==> src/rtl/datapath_seq.sv <==
// datapath_seq: five-state sequencer around a 16-bit shifter/ALU datapath.
// An operation reads two operands from an external register file, one per
// cycle (RD_A, RD_B). It then computes C and the {V,N,Z} flags (EXEC) and
// optionally writes C back (WB). Completion is signalled by a one-cycle
// done pulse.
module datapath_seq (
  input  logic        clk,
  input  logic        reset,
  input  logic        start,
  input  logic [1:0]  alu_op,
  input  logic [1:0]  shift,
  input  logic [2:0]  rn,
  input  logic [2:0]  rm,
  input  logic [2:0]  rd,
  input  logic        wb_en,
  input  logic [15:0] rf_data_out,
  output logic [2:0]  readnum,
  output logic [2:0]  writenum,
  output logic        write,
  output logic [15:0] data_in,
  output logic        busy,
  output logic        done,
  output logic [15:0] result,
  output logic [2:0]  status
);

  typedef enum logic [2:0] {
    S_IDLE,
    S_RD_A,
    S_RD_B,
    S_EXEC,
    S_WB
  } state_t;

  typedef enum logic [1:0] {
    OP_ADD = 2'b00,
    OP_SUB = 2'b01,
    OP_AND = 2'b10,
    OP_NOT = 2'b11
  } alu_op_t;

  typedef enum logic [1:0] {
    SH_NONE = 2'b00,
    SH_LSL1 = 2'b01,
    SH_LSR1 = 2'b10,
    SH_ASR1 = 2'b11
  } shift_t;

  state_t      state_q;

  // Operation fields captured at acceptance; they stay stable while busy.
  alu_op_t     op_q;
  shift_t      shift_q;
  logic [2:0]  rn_q;
  logic [2:0]  rm_q;
  logic [2:0]  rd_q;
  logic        wb_en_q;

  // Datapath registers.
  logic [15:0] a_q;
  logic [15:0] b_q;
  logic [15:0] c_q;
  logic [2:0]  status_q;

  // Registered control outputs.
  logic [2:0]  readnum_q;
  logic [2:0]  writenum_q;
  logic        write_q;
  logic        busy_q;
  logic        done_q;

  // Next-state values produced by the shifter/ALU.
  logic [15:0] b_shift_d;
  logic [15:0] c_d;
  logic        v_d;
  logic [2:0]  status_d;

  // Shifter on B followed by the ALU and flag generation.
  always_comb begin
    // NOTE: every variable gets a default before the case statements, so
    // no path leaves a value unassigned and no latch is inferred.
    b_shift_d = b_q;
    c_d       = '0;
    v_d       = 1'b0;

    case (shift_q)
      SH_NONE: b_shift_d = b_q;
      SH_LSL1: b_shift_d = {b_q[14:0], 1'b0};
      SH_LSR1: b_shift_d = {1'b0, b_q[15:1]};
      SH_ASR1: b_shift_d = {b_q[15], b_q[15:1]};
      default: b_shift_d = b_q;
    endcase

    case (op_q)
      OP_ADD: begin
        c_d = a_q + b_shift_d;
        v_d = (a_q[15] == b_shift_d[15]) && (c_d[15] != a_q[15]);
      end
      OP_SUB: begin
        c_d = a_q - b_shift_d;
        v_d = (a_q[15] != b_shift_d[15]) && (c_d[15] != a_q[15]);
      end
      OP_AND: c_d = a_q & b_shift_d;
      OP_NOT: c_d = ~b_shift_d;
      default: c_d = '0;
    endcase

    status_d = {v_d, c_d[15], (c_d == 16'h0000)};
  end

  // Sequencer: state, captured fields, datapath registers and registered outputs.
  always_ff @(posedge clk) begin
    // NOTE: all state here uses non-blocking assignments, so every register
    // samples pre-edge values regardless of statement order.
    if (reset) begin
      state_q    <= S_IDLE;
      op_q       <= OP_ADD;
      shift_q    <= SH_NONE;
      rn_q       <= '0;
      rm_q       <= '0;
      rd_q       <= '0;
      wb_en_q    <= 1'b0;
      a_q        <= '0;
      b_q        <= '0;
      c_q        <= '0;
      status_q   <= '0;
      readnum_q  <= '0;
      writenum_q <= '0;
      write_q    <= 1'b0;
      busy_q     <= 1'b0;
      done_q     <= 1'b0;
    end else begin
      done_q <= 1'b0;
      case (state_q)
        S_IDLE: begin
          if (start) begin
            op_q      <= alu_op_t'(alu_op);
            shift_q   <= shift_t'(shift);
            rn_q      <= rn;
            rm_q      <= rm;
            rd_q      <= rd;
            wb_en_q   <= wb_en;
            readnum_q <= rn;
            busy_q    <= 1'b1;
            state_q   <= S_RD_A;
          end
        end
        S_RD_A: begin
          a_q       <= rf_data_out;
          readnum_q <= rm_q;
          state_q   <= S_RD_B;
        end
        S_RD_B: begin
          b_q       <= rf_data_out;
          readnum_q <= '0;
          state_q   <= S_EXEC;
        end
        S_EXEC: begin
          c_q        <= c_d;
          status_q   <= status_d;
          writenum_q <= rd_q;
          write_q    <= wb_en_q;
          state_q    <= S_WB;
        end
        S_WB: begin
          writenum_q <= '0;
          write_q    <= 1'b0;
          busy_q     <= 1'b0;
          done_q     <= 1'b1;
          state_q    <= S_IDLE;
        end
        default: state_q <= S_IDLE;
      endcase
    end
  end

  // NOTE: write is masked by reset combinationally, because the register
  // file samples it on the same edge that reset would otherwise be too late for.
  assign write    = write_q & ~reset;
  assign readnum  = readnum_q;
  assign writenum = writenum_q;
  assign data_in  = c_q;
  assign busy     = busy_q;
  assign done     = done_q;
  assign result   = c_q;
  assign status   = status_q;

endmodule

==> config.mk <==
export PLATFORM = sky130hd
export DESIGN_NAME = datapath_seq
export DESIGN_NICKNAME = d
export VERILOG_FILES = /design/src/rtl/datapath_seq.sv
export SDC_FILE = /design/constraint.sdc
export NUM_CORES = 1
export LEC_CHECK = 0
export ABC_AREA = 1
export CORE_ASPECT_RATIO = 1.1
export CORE_UTILIZATION = 25
export DETAILED_ROUTE_END_ITERATION = 8
export PLACE_DENSITY = 0.41
export SLEW_MARGIN = 20
export SYNTH_ARGS = -nofsm -noshare
export SYNTH_HDL_FRONTEND = slang
export SYNTH_SLANG_ARGS = --single-unit
==> constraint.sdc <==
create_clock -name clk -period 3 [get_ports clk]
set_input_delay 0.9 -clock clk [delete_from_list [all_inputs] [get_ports clk]]
set_output_delay 0.9 -clock clk [all_outputs]
set_load 0.005 [all_outputs]
==> results of run 1 <==
[power by group]
group / switching, uW / leakage (uW) / internal, uW / total, uW
Combinational: 976 / 0.00253 / 686 / 1660
Sequential: 50.0 / 0.000597 / 1040 / 1090
Clock: 461 / 0.000162 / 738 / 1200
[sequential cells by signal, summed over array words and instances (netlist names), 2 cells and up]
name / count
a_q: 16
b_q: 16
data_in: 15
rd_q: 3
readnum: 3
rm_q: 3
state_q: 3
status: 3
writenum: 3
op_q: 2
shift_q: 2
[Yosys cell counts (7+ instances only)]
cell type                  count  area, um^2
sky130_fd_sc_hd__a21oi_1      75         375
sky130_fd_sc_hd__a22oi_1       9        67.6
sky130_fd_sc_hd__buf_2         8        40.0
sky130_fd_sc_hd__buf_4        26         195
sky130_fd_sc_hd__clkbuf_1     18        67.6
sky130_fd_sc_hd__dfxtp_1      73        1460
sky130_fd_sc_hd__ha_1         33         413
sky130_fd_sc_hd__inv_1       121         454
sky130_fd_sc_hd__nand2_1     194         728
sky130_fd_sc_hd__nand3_1      93         465
sky130_fd_sc_hd__nor2_1       80         300
sky130_fd_sc_hd__o21ai_0      63         315
sky130_fd_sc_hd__o221ai_1      7        61.3
[kinds of logic (layout without fill, tap and decap cells)]
group	count (synthesis)	count (layout)
xor gates and xnor gates	4	4
and+or+nand+nor	398	398
buffers and inverters	181	279
adders and majority gates	35	35
DFF	73	73
AOI/OAI and AO/OA	168	168
[worst max-delay path: stages]
cell and delay, ps:
sky130_fd_sc_hd__clkdlybuf4s50_1 410, sky130_fd_sc_hd__nor2_1 140, sky130_fd_sc_hd__clkdlybuf4s50_1 510
[through the flow]
stage	hold WS, ps	power (uW)	instances	area, um^2
2_1_floorplan	425	2070	859	5420
3_3_place_gp	436	2690	1229	6670
3_5_place_dp	440	2680	1229	6670
4_1_cts	448	3900	1245	7000
5_1_grt	481	4240	1247	7180
6_report	448	3950	1247	7180
[timing repair]
item	in CTS	in global routing
setup endpoints to repair	0	8
buffers inserted	0	2
resized for setup	0	48
[final timing paths]
path	from	endpoint	cells past startpoint	slack, ps
min	wb_en_q$_SDFFE_PP0P_	wb_en_q$_SDFFE_PP0P_	2	450
max	reset	write	3	130
max reg2reg	shift_q[0]$_SDFFE_PP0P_	status[0]$_SDFFE_PP0P_	22	280
min reg2reg	wb_en_q$_SDFFE_PP0P_	wb_en_q$_SDFFE_PP0P_	2	450
[routing by layer]
metal	wire length (um)	part of all wire
met2	8220	0.47
met4	304	0.017
met5	0	0
met3	495	0.028
met1	8610	0.49
[final cells by class]
type	count	area share
clock buffer	9	0.0314
clock inverter	7	0.0143
inverter	127	0.0667
multi-input combinational	605	0.462
sequential	73	0.205
tap	290	0.0505
timing repair buffer	136	0.170
==> flow_summary.ini, run 1 <==
[critical_path]
worst-endpoint-arrival_ps = 1970
crit_path_end_kind = primary output
critical_path_peak_fanout = 2
timing_worst_setup_path_type = primary input to primary output
critPathRequiredTime_ps = 2100
worst_setup_path_start_kind = primary input

[route]
firstDrtPassIters = 5
totalWireLength_um = 17600
routed-via-count = 5560
ant_nets = 0
remaining_drcs = 0
wire_per_inst_um = 14.1
drt_iter0_markers = 286
routed_via_density = 4.46

[logic_synthesis]
yosys_register_bits = 73
post_synth_and_or_nand_nor_area_fraction = 0.318
fraction_of_registers_with_async_set_reset = 0
synth_mux_area_frac = 0
yosys.area_share.xor_xnor = 0.00646
synth_enable_flop_cells = 0
synthesis.instances = 859
synth_area_per_cell_um2 = 6.31
yosys_most_used_dff = sky130_fd_sc_hd__dfxtp_1
synthesis.area_mm2 = 0.00542
synth.yosys.seq_area_share = 0.269
synth-warning-count = 0
dominant_combinational_cell_family_by_area_after_synthesis = simple AND/OR/NAND/NOR gates
complex_gate_fraction_of_the_synthesized_area = 0.174
postSynthNetCount = 927
yosys.area_share.adder = 0.0835
unique_masters_post_synth = 38

[timing]
final-hold-violation-count = 0
final.period_utilization = 0.955
tightestPinTransition_ps = 854
slew_headroom = 0.430
rsz_0062_raised_after_global_routing = false
maxClockFrequency_ghz = 0.349
slew_violations = 0
finalWorstSetupSlack_ps = 134
setup_tns_ps = 0
finClkSkew_ps = 10.3
final_report_setup_violation_count = 0
timing.final.crit_period_ps = 2870

[layout]
insertedDiodeCount = 0
utilization = 0.337
layout_commonest_cell = sky130_fd_sc_hd__nand2_1
multi_input_area_mm2 = 0.00332
final_nets = 1020
area_growth_pct = 32.4
fraction_of_layout_cells_with_a_size_suffix_above_1 = 0.150
final-seq-area_mm2 = 0.00147
layout_common_cells = 187 x sky130_fd_sc_hd__nand2_1, 121 x sky130_fd_sc_hd__inv_1, 89 x sky130_fd_sc_hd__nand3_1
filler_cell_count = 2424

[floorplan]
ioPinCount = 77
row_count = 56
floorplan.die.height_um = 156
fp.coreArea_mm2 = 0.0213
die_width_um = 142
floorplan.initialDensity = 0.255
die_area_mm2 = 0.0223

[global_route]
antenna_found_initial = 0
pin_count_of_the_biggest_net_entering_global_routing = 33
grt_first_pass_wirelength_um = 28400
use_met2 = 0.273
grt_pass1_vias = 5272
grt_util_all_layers = 0.167
gr_util_met3 = 0.0220
globalRouteOverflowTotal = 0
met1_layer_usage_reported_by_global_route = 0.227
grt_busiest_layer = met2

[cts]
postCtsHoldBufs = 0
cts-root-buf = sky130_fd_sc_hd__clkbuf_16
cts.path.max_buffers = 2
number_of_clock_buffers_inserted_by_tritoncts = 9
worst_skew_pair.late_latency_ps = 350
cts_htree_levels = 3
tritoncts = built
clock_sinks = 73
cts.reportedPaths.clkPinSlew_ps = 60

[placed_design]
place_ws_ps = 83.8
port-buffer-count = 76
dp.final_hpwl_um = 14300
place_congestion = 0.882

[power]
power.ir.vdd_worst_uv = 272
cellLeakagePower_uw = 0.00329
p_per_area_mw_per_mm2 = 550

[min_path]
path_type_of_the_worst_min_delay_path = flop to flop

[run]
cap_violations = 0

[outcome]
status = complete, no violations
No activity file was read; power rests on OpenSTA's default activity.
==> run 2, diff against run 1 <==
--- a/config.mk
+++ b/config.mk
@@ -7,6 +7,7 @@
 export LEC_CHECK = 0
 export ABC_AREA = 1
 export CORE_ASPECT_RATIO = 1.1
+export CORE_MARGIN = 2
 export CORE_UTILIZATION = 25
 export DETAILED_ROUTE_END_ITERATION = 8
 export PLACE_DENSITY = 0.41
==> run 2 against run 1 <==
Non-clock buffer count down 4. Hold slack worse by 2.1 ps. Die area is 2.7% higher. First-iteration DRC count fell by 24%. Count of clock-buffer cells in the layout did not move. Clock power about the same. Highest routed layer unchanged.
==> flow_summary.ini, run 2 (synthesis gave the netlist of run 1 again) <==
[critical_path]
critPathRequiredTime_ps = 2100
worst_r2r_path_depth = 22
worst_r2r_src = shift_q[1]$_SDFFE_PP0P_
crit_path_end_kind = primary output
timing_worst_setup_path_type = primary input to primary output
worst_r2r_endpoint = status[0]$_SDFFE_PP0P_
critical_path_peak_fanout = 2
worst_setup_path_start_kind = primary input
ff2ff_setup_slack_ps = 280
worst-endpoint-arrival_ps = 1980

[layout]
final-seq-area_mm2 = 0.00147
fraction_of_layout_cells_with_a_size_suffix_above_1 = 0.137
fin_area_mm2 = 0.00714
utilization = 0.335
insertedDiodeCount = 0
multi_input_area_mm2 = 0.00331
layout_common_cells = 190 x sky130_fd_sc_hd__nand2_1, 121 x sky130_fd_sc_hd__inv_1, 88 x sky130_fd_sc_hd__nand3_1
area_growth_pct = 31.6
filler_cell_count = 2426
final_nets = 1016
layout_commonest_cell = sky130_fd_sc_hd__nand2_1

[global_route]
grt_first_pass_wirelength_um = 28500
pin_count_of_the_biggest_net_entering_global_routing = 33
globalRouteOverflowTotal = 0
grt_pass1_vias = 5312
grt_util_all_layers = 0.161
antenna_found_initial = 0

[cts]
cts.path.max_buffers = 2
cts_htree_levels = 3
worst_skew_pair.late_latency_ps = 340
cts.reportedPaths.clkPinSlew_ps = 70
postCtsHoldBufs = 0
number_of_clock_buffers_inserted_by_tritoncts = 9
clock_sinks = 73
tritoncts = built
cts-root-buf = sky130_fd_sc_hd__clkbuf_16

[floorplan]
floorplan.die.height_um = 158
floorplan.initialDensity = 0.255
fp.coreArea_mm2 = 0.0213
row_count = 56
die_area_mm2 = 0.0229
ioPinCount = 77
die_width_um = 144

[timing]
rsz_0062_raised_after_global_routing = false
slew_violations = 0
final-hold-violation-count = 0
finClkSkew_ps = 7.70
final.period_utilization = 0.961
timing.final.crit_period_ps = 2880
maxClockFrequency_ghz = 0.347
setup_tns_ps = 0
tightestPinTransition_ps = 824
slew_headroom = 0.450
final_report_setup_violation_count = 0

[placed_design]
postPlaceCellArea_mm2 = 0.00663
place_congestion = 0.864
port-buffer-count = 76
dp.final_hpwl_um = 14400

[min_path]
endpoint_with_the_worst_hold_slack = rd_q[0]$_SDFFE_PP0P_
path_type_of_the_worst_min_delay_path = flop to flop
timing.hold.worst.start = rd_q[0]$_SDFFE_PP0P_
worst_hold_path.num_cells = 2

[route]
firstDrtPassIters = 5
totalWireLength_um = 17800
drt_iter0_markers = 217
wire_per_inst_um = 14.3
routed_via_density = 4.46
ant_nets = 0
remaining_drcs = 0
routed-via-count = 5542

[power]
total_power_uw = 3930
p_per_area_mw_per_mm2 = 551
cellLeakagePower_uw = 0.00329
power.ir.vdd_worst_uv = 294

[outcome]
status = complete, no violations

[run]
cap_violations = 0
==> run 2: stage by stage <==
step           setup WS (ps)  hold WS, ps  cells
2_1_floorplan            517          425    859
3_3_place_gp            62.2          438   1226
3_5_place_dp            56.0          438   1226
4_1_cts                 53.9          448   1242
5_1_grt                 11.8          472   1243
6_report                 116          446   1243
==> run 2: worst max-delay path, cell delays in order <==
cell	delay, ps
sky130_fd_sc_hd__clkdlybuf4s50_1	420
sky130_fd_sc_hd__nor2_1	150
sky130_fd_sc_hd__clkdlybuf4s50_1	520
==> run 2: worst max path at each step <==
stage / end / slack, ps / start / cells past startpoint
6_report: write / 120 / reset / 3
4_1_cts: status[0]$_SDFFE_PP0P_ / 50 / shift_q[1]$_SDFFE_PP0P_ / 19
5_1_grt: status[0]$_SDFFE_PP0P_ / 10 / shift_q[1]$_SDFFE_PP0P_ / 19
2_1_floorplan: status[0]$_SDFFE_PP0P_ / 520 / shift_q[0]$_SDFFE_PP0P_ / 20
3_3_place_gp: status[0]$_SDFFE_PP0P_ / 60 / shift_q[1]$_SDFFE_PP0P_ / 17
3_5_place_dp: status[0]$_SDFFE_PP0P_ / 60 / shift_q[1]$_SDFFE_PP0P_ / 19
==> run 2: report_power, final <==
group          internal (uW)  leakage, uW  switching, uW  total (uW)
Clock                    739     0.000162            465        1200
Sequential              1040     0.000597           51.8        1090
Combinational            668      0.00253            970        1640
Total                   2440      0.00329           1490        3930
==> run 2: what timing repair did <==
item	CTS	global route
gates resized for setup	0	42
buffers inserted	0	2
setup endpoints to repair	0	8
hold endpoints to repair	0	0
==> run 2: cell type report <==
class	instances	area share
Timing Repair Buffer	132	0.167
Clock inverter	7	0.0144
Inverter	127	0.0671
Sequential cell	73	0.206
Clock buffer	9	0.0316
Multi-Input combinational cell	605	0.463
Tap cell	290	0.0508
==> run 2: metal layers <==
metal	GRT usage	share of wire	vias to the layer above
met4	0.0596	0.027	0
met1	0.222	0.49	2493
met2	0.256	0.45	94
met5	0	0	-
met3	0.0241	0.032	26
li1	-	-	2929
